### config.mk
export PLATFORM = sky130hd
export DESIGN_NAME = rr_onehot_arbiter_flat
export DESIGN_NICKNAME = d
export VERILOG_FILES = /design/src/rtl/rr_onehot_arbiter_if.sv /design/src/rtl/rr_onehot_arbiter.sv /design/src/flat_wrapper.sv
export SDC_FILE = /design/constraint.sdc
export NUM_CORES = 1
export LEC_CHECK = 0
export CORE_MARGIN = 2
export CORE_UTILIZATION = 25
export CTS_CLUSTER_DIAMETER = 60
export DETAILED_ROUTE_END_ITERATION = 7
export DONT_BUFFER_PORTS = 1
export PLACE_DENSITY_LB_ADDON = 0.1
export SLEW_MARGIN = 5
export SYNTH_ARGS = -nofsm -noshare
export SYNTH_HDL_FRONTEND = slang
export SYNTH_SLANG_ARGS = --single-unit
export TNS_END_PERCENT = 30
### constraint.sdc
create_clock -name clk -period 10 [get_ports clk]
set_clock_uncertainty 0.1 [all_clocks]
set_input_delay 2 -clock clk [delete_from_list [all_inputs] [get_ports clk]]
set_output_delay 2 -clock clk [all_outputs]
set_load 0.05 [all_outputs]
### src/rtl/rr_onehot_arbiter_if.sv
// Request/grant handshake between the round-robin arbiter and its consumer (the 8:3 encoder).
// master is the arbiter side, slave is the consumer/requester side.
interface rr_onehot_arbiter_if #(
    parameter int unsigned N = 8
);
    logic [N-1:0] req;
    logic         grant_ack;
    logic [N-1:0] grant;
    logic         grant_valid;
    logic         timeout;

    modport master (
        input  req,
        input  grant_ack,
        output grant,
        output grant_valid,
        output timeout
    );

    modport slave (
        output req,
        output grant_ack,
        input  grant,
        input  grant_valid,
        input  timeout
    );
endinterface

### src/rtl/rr_onehot_arbiter.sv
// Round-robin arbiter: registers one one-hot winner and holds it until acked or until
// the optional hold timer revokes it. Every release is followed by one idle cycle.
module rr_onehot_arbiter #(
    parameter int unsigned N        = 8,
    parameter int unsigned MAX_HOLD = 16
) (
    input  logic                 clk,
    input  logic                 rst_n,
    rr_onehot_arbiter_if.master  bus
);

    localparam int unsigned IdxW = $clog2(N);
    localparam int unsigned CntW = (MAX_HOLD > 0) ? (($clog2(MAX_HOLD + 1) > 0) ?
                                   $clog2(MAX_HOLD + 1) : 1) : 1;
    localparam logic [CntW-1:0] HoldLast = CntW'(MAX_HOLD - 1);
    localparam bit TimeoutEn = (MAX_HOLD != 0);

    typedef enum logic [0:0] {StIdle, StGrant} state_e;

    state_e          state_q, state_d;
    logic [IdxW-1:0] ptr_q, ptr_d;
    logic [IdxW-1:0] winner_q, winner_d;
    logic [CntW-1:0] hold_cnt_q, hold_cnt_d;
    logic [N-1:0]    grant_q, grant_d;
    logic            timeout_q, timeout_d;

    logic            found;
    logic [IdxW-1:0] idx;
    logic [IdxW-1:0] win_idx;
    logic [N-1:0]    win_onehot;

    // Scan ptr, ptr+1, ... with natural IdxW-bit wrap; relies on N being a power of two.
    always_comb begin
        found      = 1'b0;
        idx        = '0;
        win_idx    = '0;
        win_onehot = '0;
        for (int unsigned i = 0; i < N; i++) begin
            idx = ptr_q + IdxW'(i);
            if (!found && bus.req[idx]) begin
                found           = 1'b1;
                win_idx         = idx;
                win_onehot[idx] = 1'b1;
            end
        end
    end

    always_comb begin
        state_d    = state_q;
        ptr_d      = ptr_q;
        winner_d   = winner_q;
        hold_cnt_d = hold_cnt_q;
        grant_d    = grant_q;
        timeout_d  = 1'b0;
        unique case (state_q)
            StIdle: begin
                if (found) begin
                    state_d    = StGrant;
                    winner_d   = win_idx;
                    grant_d    = win_onehot;
                    hold_cnt_d = '0;
                end
            end
            StGrant: begin
                // Ack takes priority over an expiring hold timer.
                if (bus.grant_ack) begin
                    state_d = StIdle;
                    grant_d = '0;
                    ptr_d   = winner_q + IdxW'(1);
                end else if (TimeoutEn && (hold_cnt_q == HoldLast)) begin
                    state_d   = StIdle;
                    grant_d   = '0;
                    timeout_d = 1'b1;
                    ptr_d     = winner_q + IdxW'(1);
                end else if (TimeoutEn) begin
                    hold_cnt_d = hold_cnt_q + CntW'(1);
                end
            end
            default: begin
                state_d = StIdle;
                grant_d = '0;
            end
        endcase
    end

    always_ff @(posedge clk or negedge rst_n) begin
        if (!rst_n) begin
            state_q    <= StIdle;
            ptr_q      <= '0;
            winner_q   <= '0;
            hold_cnt_q <= '0;
            grant_q    <= '0;
            timeout_q  <= 1'b0;
        end else begin
            state_q    <= state_d;
            ptr_q      <= ptr_d;
            winner_q   <= winner_d;
            hold_cnt_q <= hold_cnt_d;
            grant_q    <= grant_d;
            timeout_q  <= timeout_d;
        end
    end

    assign bus.grant       = grant_q;
    assign bus.grant_valid = |grant_q;
    assign bus.timeout     = timeout_q;

endmodule
### src/flat_wrapper.sv
// flat-port wrapper written by rule: the top's interface ports become plain ports
module rr_onehot_arbiter_flat 
#(
    parameter int unsigned N        = 8,
    parameter int unsigned MAX_HOLD = 16
)
  (clk, rst_n, bus_req, bus_grant_ack, bus_grant, bus_grant_valid, bus_timeout);
  rr_onehot_arbiter_if #(.N(N)) bus_i ();
  input  logic clk;
  input  logic rst_n;
  input wire logic [$bits(bus_i.req)-1:0] bus_req;
  input wire logic [$bits(bus_i.grant_ack)-1:0] bus_grant_ack;
  output wire logic [$bits(bus_i.grant)-1:0] bus_grant;
  output wire logic [$bits(bus_i.grant_valid)-1:0] bus_grant_valid;
  output wire logic [$bits(bus_i.timeout)-1:0] bus_timeout;
  assign bus_i.req = bus_req;
  assign bus_i.grant_ack = bus_grant_ack;
  assign bus_grant = bus_i.grant;
  assign bus_grant_valid = bus_i.grant_valid;
  assign bus_timeout = bus_i.timeout;
  rr_onehot_arbiter #(.N(N), .MAX_HOLD(MAX_HOLD)) u_core (.clk(clk), .rst_n(rst_n), .bus(bus_i));
endmodule
Yosys cells after proc, flatten, opt, wreduce, memory -nomap -nowiden
Cells that the tools add are included.
{"block": "classes", "addsub": 9, "n_lt_le_gt_ge": 16, "eq_ne": 5, "n_mux": 73, "n_bitwise": 8, "reduce_logical": 28}
{"op": "two-way mux 8 bit", "n": 11}
{"op": "OR 8 bit", "n": 7}
{"op": "less-than comparator 3 x 4 -> 1 bit, second input constant", "n": 8}
{"op": "two-way mux 1 bit", "n": 30}
{"op": "two-way mux 3 bit", "n": 10}
{"op": "binary-select mux 1 bit (select 3 bit)", "n": 8}
{"op": "demux 1 bit (select 3 bit)", "n": 8}
{"op": "greater-or-equal comparator 3 x 1 -> 1 bit, second input constant", "n": 8}
{"op": "case mux 8 bit (2 select lines)", "n": 1}
{"op": "logical AND 1 bit", "n": 15}
{"op": "two-way mux 5 bit", "n": 3}
{"op": "adder 3 bit, second input constant", "n": 4}
{"op": "case mux 5 bit (2 select lines)", "n": 1}
{"op": "OR reduction 8 bit", "n": 1}
{"op": "zero test 1 bit", "n": 7}
{"op": "adder 3 x 1 -> 3 bit, second input constant", "n": 2}
{"op": "adder 3 x 2 -> 3 bit, second input constant", "n": 2}
{"op": "AND reduction 2 bit", "n": 3}
{"op": "adder 5 x 1 -> 5 bit, second input constant", "n": 1}
{"op": "equality test 5 x 4 -> 1 bit, second input constant", "n": 1}
{"op": "!= test 2 bit, second input constant", "n": 2}
{"op": "!= test 3 bit, second input constant", "n": 1}
{"op": "AND reduction 3 bit", "n": 1}
{"op": "!= test 2 x 1 -> 1 bit, second input constant", "n": 1}
{"op": "3 further kinds", "n": 3}
{"block": "totals", "ff_bits": 21, "inputBits": 11, "output_inout_bits": 10, "elab_cells": 145}

Logic depth before layout (Yosys ltp)
{"block": "depth", "word_depth": 26, "ltp_mapped": 12}

Least setup slack after synthesis
OpenSTA, ideal clock, no wires.
{"block": "synth_path", "kind": "input port to flip-flop", "from": "input bus_req[3]", "to": "register u_core.grant_q[1] (netlist: u_core.bus.grant[1])", "setup_ns": 0.133, "arrival_ns": 3.957, "slack_ns": 5.809, "stages": 9, "path_cell_list": "mux4_2 -> mux2_2 -> nor4_4 -> nand2_2 -> o31a_1 -> buf_4 -> buf_6 -> a21oi_1 -> a31oi_1"}
{"block": "synth_between", "elab_chain_len": 26, "word_cells_on_any_way": 57}
{"item": "from (decl)", "line": "flat_wrapper.sv:11", "rtl": "input wire logic [$bits(bus_i.req)-1:0] bus_req;"}
{"item": "binary-select mux 1 bit (select 3 bit)", "line": "rr_onehot_arbiter.sv:40", "rtl": "if (!found && bus.req[idx]) begin"}
{"item": "two-way mux 1 bit (not written as such)", "line": "rr_onehot_arbiter.sv:40"}
{"item": "two-way mux 1 bit", "line": "rr_onehot_arbiter.sv:40"}
{"item": "zero test 1 bit", "line": "rr_onehot_arbiter.sv:40"}
{"item": "logical AND 1 bit", "line": "rr_onehot_arbiter.sv:40"}
{"item": "two-way mux 1 bit", "line": "rr_onehot_arbiter.sv:40"}
{"item": "zero test 1 bit", "line": "rr_onehot_arbiter.sv:40"}
{"item": "logical AND 1 bit", "line": "rr_onehot_arbiter.sv:40"}
{"item": "[... 10 more ...]"}
{"item": "zero test 1 bit", "line": "rr_onehot_arbiter.sv:40"}
{"item": "logical AND 1 bit", "line": "rr_onehot_arbiter.sv:40"}
{"item": "two-way mux 1 bit", "line": "rr_onehot_arbiter.sv:40"}
{"item": "zero test 1 bit", "line": "rr_onehot_arbiter.sv:40"}
{"item": "logical AND 1 bit", "line": "rr_onehot_arbiter.sv:40"}
{"item": "two-way mux 8 bit or two-way mux 1 bit (tied branches)", "line": "rr_onehot_arbiter.sv:40"}
{"item": "two-way mux 8 bit or != test 2 x 1 -> 1 bit (tied branches)"}
{"item": "case mux 8 bit (2 select lines) or AND reduction 2 bit (tied branches)"}
{"item": "to (signal assigned)", "line": "rr_onehot_arbiter.sv:99", "rtl": "grant_q <= grant_d;"}
{"item": "to (decl)", "line": "rr_onehot_arbiter.sv:24", "rtl": "logic [N-1:0] grant_q, grant_d;"}
Several ways; a longest one is shown, not always the timed one. The select of a mux whose other input is x is not followed.
A chain may end at the register's enable or synchronous reset.

Worst setup path after layout
{"block": "layout_path", "from": "register u_core.ptr_q[0]", "to": "register u_core.grant_q[5] (netlist: u_core.bus.grant[5])"}
{"block": "layout_between", "elab_chain_len": 26, "word_cells_on_any_way": 104}
{"item": "from (decl)", "line": "rr_onehot_arbiter.sv:21", "rtl": "logic [IdxW-1:0] ptr_q, ptr_d;"}
{"item": "from (signal assigned)", "line": "rr_onehot_arbiter.sv:96", "rtl": "ptr_q <= ptr_d;"}
{"item": "branches (longest 26 deep; another with less-than comparator 3 x 4 -> 1 bit)"}
Several ways; the timed one is not identified. The select of a mux whose other input is x is not followed.

==> summary.txt <==
Worst setup path
  – CP Max Fanout: 39
  – Category of the worst setup path launch point: flop
  – Type of the setup path with the least slack: reg -> reg
  – Number of cell instances on the worst register-to-register path: 10
  – Crit path DAT: 4.66 ns
  – WP data required: about 10 ns
  – Capturing element type of the critical path: flop
  – Standard cell with the maximum stage delay on the critical path: sky130_fd_sc_hd__mux4_2
  – Critical Path End: u_core.bus.grant[5]$_DFFE_PN0P_
  – R2R Setup Slk: 5.33 ns
  – Worst reg2reg path endpoint: u_core.bus.grant[5]$_DFFE_PN0P_
  – Worst setup path startpoint: u_core.ptr_q[0]$_DFFE_PN0P_
  – Delay of the slowest cell on the worst path: 0.67 ns
  – Crit-path cells: buf_4 -> clkinv_1 -> ha_1 -> xnor2_1 -> mux4_2 -> nor4_4 -> nand2_2 -> o31a_1 -> a21oi_1 -> a41oi_2
  – Reg2reg start: u_core.ptr_q[0]$_DFFE_PN0P_

Hold path
  – Min-delay worst type: reg -> reg
  – Worst Hold Depth: 1

Floorplanning
  – FP Rows: 34
  – Top-level I/O count: 21
  – Die ar.: 9810 um2
  – Starting utilization of the core area: 25.9%
  – Height of the die: roughly 99 um
  – Total core area: 8720 um2
  – DIE WIDTH: 99.0 um

STA
  – Final TNS setup: 0 ns
  – Tightest Pin Transition: about 1 ns
  – Max-Slew Margin vs Limit: 35.0%
  – Number of hold violations in the final report: 0
  – Final count of negative-setup-slack endpoints: 0
  – Final Max Tran Viols: 0
  – Shortest period the worst path allows: about 4.7 ns
  – Period utilization: 46.7%
  – Unrepaired setup endpoints after global routing: false
  – Upper clock frequency limit: 214 MHz

Logic synthesis
  – FFs w/ async S/R, synth: 100%
  – Syn Nets: 279
  – Synthesis-stage register bit count: 21
  – Most used flip-flop cell after synthesis: sky130_fd_sc_hd__dfrtp_1
  – Share of the yosys chip area belonging to registers: 23.3%
  – Total number of yosys warnings: 0
  – Synthesized instance count: 259
  – Mapped Area: approximately 2300 um2
  – Avg Inst Size Synth: approximately 8.7 um2
  – Unique masters post-synth: 55
  – Count of flip-flops with a built-in enable after synthesis: 0

Routing
  – Starting DRT DRC Count: 279
  – Average wire length per cell after detail routing: between 15 and 20 um
  – DR vias/cell: roughly 5.8
  – Post-detailed-route DRC marker count: 0
  – Met2 wire len: 3330 um
  – Met3 layer wire length in the routed design: 260 um
  – Length of routed wiring on met1: 3270 um
  – Pre-antenna DRT Iters: 5
  – Highest signal layer in the routed design: met4
  – Final wirelength: 6940 um
  – Number of vias after detailed routing: 2090
  – Detail Route Antenna Nets: 0

Global route
  – GRT overflow: 0
  – Gr usage total: 14.4%
  – Number of global-route vias before repair: 2008
  – Global-route wire length before repair: 11200 um
  – Maximum number of pins on one net before global-route repair: 40
  – Initial antenna violation count: 0

Place
  – Gpl congestion: 0.905
  – Number of buffer cells added on primary ports: 0
  – HPWL after DPL: 5190 um

Clock tree
  – CTS tree: yes
  – CTS H-tree depth: 1
  – Number of buffers on the longest clock path: 2
  – Count of cells resized by post-cts repair: 0
  – Number of buffers created by CTS: 3
  – CTS root buf: sky130_fd_sc_hd__clkbuf_8
  – Clock latency on the worst-skew pair: 0.26 ns
  – Cts hold-fix bufs: 0
  – Post-CTS setup-driven buffer insertion count: 0
  – Clock edge transition at the registers on the reported setup and hold paths: 0.08 ns
  – Clock sinks: 21

Cells and area
  – Antenna Cells: 0
  – Growth of design area from synthesis to finish: 5.15%
  – Fraction of final layout cells with drive strength greater than 1: 12.7%
  – Total number of nets in the final design: 272
  – Final-layout fill cell count: 929

Job
  – Maxcap violations: 0

Run status
  – Outcome: complete, no violations
[cell usage after synthesis (3+ instances only)]
| cell | count | area [um2] |
|---|---|---|
| sky130_fd_sc_hd__nor4_1 | 3 | 18.8 |
| sky130_fd_sc_hd__a21oi_1 | 18 | 90.1 |
| sky130_fd_sc_hd__o22ai_1 | 13 | 81.3 |
| sky130_fd_sc_hd__mux2_1 | 3 | 33.8 |
| sky130_fd_sc_hd__buf_2 | 3 | 15.0 |
| sky130_fd_sc_hd__nand2b_1 | 5 | 31.3 |
| sky130_fd_sc_hd__clkbuf_1 | 7 | 26.3 |
| sky130_fd_sc_hd__dfrtp_1 | 21 | 526 |
| sky130_fd_sc_hd__a31oi_1 | 12 | 75.1 |
| sky130_fd_sc_hd__o21ai_0 | 3 | 15.0 |
| sky130_fd_sc_hd__nor3_1 | 9 | 45.0 |
| sky130_fd_sc_hd__and3_1 | 3 | 18.8 |
| sky130_fd_sc_hd__ha_1 | 9 | 113 |
| sky130_fd_sc_hd__o221ai_1 | 3 | 26.3 |
| sky130_fd_sc_hd__nor2b_1 | 3 | 18.8 |
| sky130_fd_sc_hd__nand3_1 | 10 | 50.1 |
| sky130_fd_sc_hd__xor2_1 | 5 | 43.8 |
| sky130_fd_sc_hd__inv_1 | 10 | 37.5 |
| sky130_fd_sc_hd__nand2_1 | 25 | 93.8 |
| sky130_fd_sc_hd__buf_6 | 3 | 33.8 |
| sky130_fd_sc_hd__or3_1 | 3 | 18.8 |
| sky130_fd_sc_hd__mux2i_1 | 8 | 80.1 |
| sky130_fd_sc_hd__mux2_2 | 8 | 90.1 |
| sky130_fd_sc_hd__nor2_1 | 20 | 75.1 |
| sky130_fd_sc_hd__mux4_2 | 11 | 248 |
| sky130_fd_sc_hd__o32ai_1 | 4 | 35.0 |
[placed cells by master (no fill, tap or decap), types with 3 or more instances in the layout]
cell type	Yosys	routed
sky130_fd_sc_hd__nor2_1	20	20
sky130_fd_sc_hd__o221ai_1	3	3
sky130_fd_sc_hd__inv_1	10	10
sky130_fd_sc_hd__nand2_1	25	25
sky130_fd_sc_hd__mux2_1	3	3
sky130_fd_sc_hd__mux2i_1	8	8
sky130_fd_sc_hd__nand2b_1	5	5
sky130_fd_sc_hd__o21ai_0	3	3
sky130_fd_sc_hd__o22ai_1	13	13
sky130_fd_sc_hd__mux4_2	11	11
sky130_fd_sc_hd__mux2_2	8	8
sky130_fd_sc_hd__clkbuf_8	0	3
sky130_fd_sc_hd__a31oi_1	12	12
sky130_fd_sc_hd__dfrtp_1	21	21
sky130_fd_sc_hd__nor4_1	3	3
sky130_fd_sc_hd__o32ai_1	4	4
sky130_fd_sc_hd__or3_1	3	3
sky130_fd_sc_hd__xor2_1	5	5
sky130_fd_sc_hd__and3_1	3	3
sky130_fd_sc_hd__buf_4	1	3
sky130_fd_sc_hd__nor3_1	9	9
sky130_fd_sc_hd__nand3_1	10	10
sky130_fd_sc_hd__nor2b_1	3	3
sky130_fd_sc_hd__ha_1	9	9
sky130_fd_sc_hd__a21oi_1	18	18
[worst min path at each step]
stage | slack [ns] | start | endpoint
final | 0.41 | u_core.winner_q[0]$_DFFE_PN0P_ | u_core.ptr_q[0]$_DFFE_PN0P_
after global routing | 0.42 | u_core.winner_q[0]$_DFFE_PN0P_ | u_core.ptr_q[0]$_DFFE_PN0P_
after CTS | 0.41 | u_core.winner_q[0]$_DFFE_PN0P_ | u_core.ptr_q[0]$_DFFE_PN0P_
after detailed placement | 0.40 | u_core.winner_q[0]$_DFFE_PN0P_ | u_core.ptr_q[0]$_DFFE_PN0P_
after global placement | 0.40 | u_core.winner_q[0]$_DFFE_PN0P_ | u_core.ptr_q[0]$_DFFE_PN0P_
after floorplan | 0.37 | u_core.winner_q[0]$_DFFE_PN0P_ | u_core.ptr_q[0]$_DFFE_PN0P_
[registers in the layout, indices dropped and copies added (netlist names)]
signal              count
u_core.state_q          1
u_core.winner_q         3
u_core.ptr_q            3
u_core.hold_cnt_q       5
u_core.bus.grant        8
u_core.bus.timeout      1
[critical path: cells and delay by family (launching register included)]
| kind | cells | cell delay, ns |
|---|---|---|
| and+or+nand+nor | 2 | 0.53 |
| AOI/OAI and AO/OA | 3 | 1.03 |
| adders and majority gates | 1 | 0.38 |
| DFF | 1 | 0.32 |
| xor gates and xnor gates | 1 | 0.62 |
| buffers and inverters | 2 | 0.81 |
| muxes | 1 | 0.67 |
[kinds of logic after synthesis]
logic type,after synthesis,share of synthesized area [%]
AO/OA/AOI/OAI,77,23.8
flip-flops,21,23.3
buffers and inverters,26,5.65
multiplexers,30,20.0
XOR/XNOR,6,2.33
AND/OR/NAND/NOR,90,20.0
adder cells (fa/ha/maj),9,4.99
[per-layer routing]
metal / track usage [%] / vias to the layer above
li1: - / 993
met1: 20.7 / 1022
met2: 23.3 / 68
met3: 1.21 / 7
met4: 3.58 / 0
met5: 0 / -
[stage by stage]
step	hold WS (ns)	utilization [%]	std cells	instance area (um2)	setup slack [ns]
finish	0.409	27.2	359	2370	5.33
global route	0.421	27.2	359	2370	5.03
CTS	0.410	27.2	359	2370	5.30
detailed placement	0.399	26.7	355	2330	5.31
global placement	0.402	26.7	355	2330	5.31
floorplan	0.368	-	259	2260	5.81
[final cells by class]
type | count | area, um2 | share of cell area (%)
Tap cell | 108 | 135 | 5.69
Inverter | 11 | 41.3 | 1.74
Clock buffer | 4 | 45.0 | 1.90
Sequential cell | 21 | 526 | 22.1
Multi-Input combinational cell | 212 | 1610 | 67.6
Timing Repair Buffer | 3 | 22.5 | 0.948
Power is not shown: default switching activity piles up to over one toggle a cycle in this logic, so the estimate is an artifact.
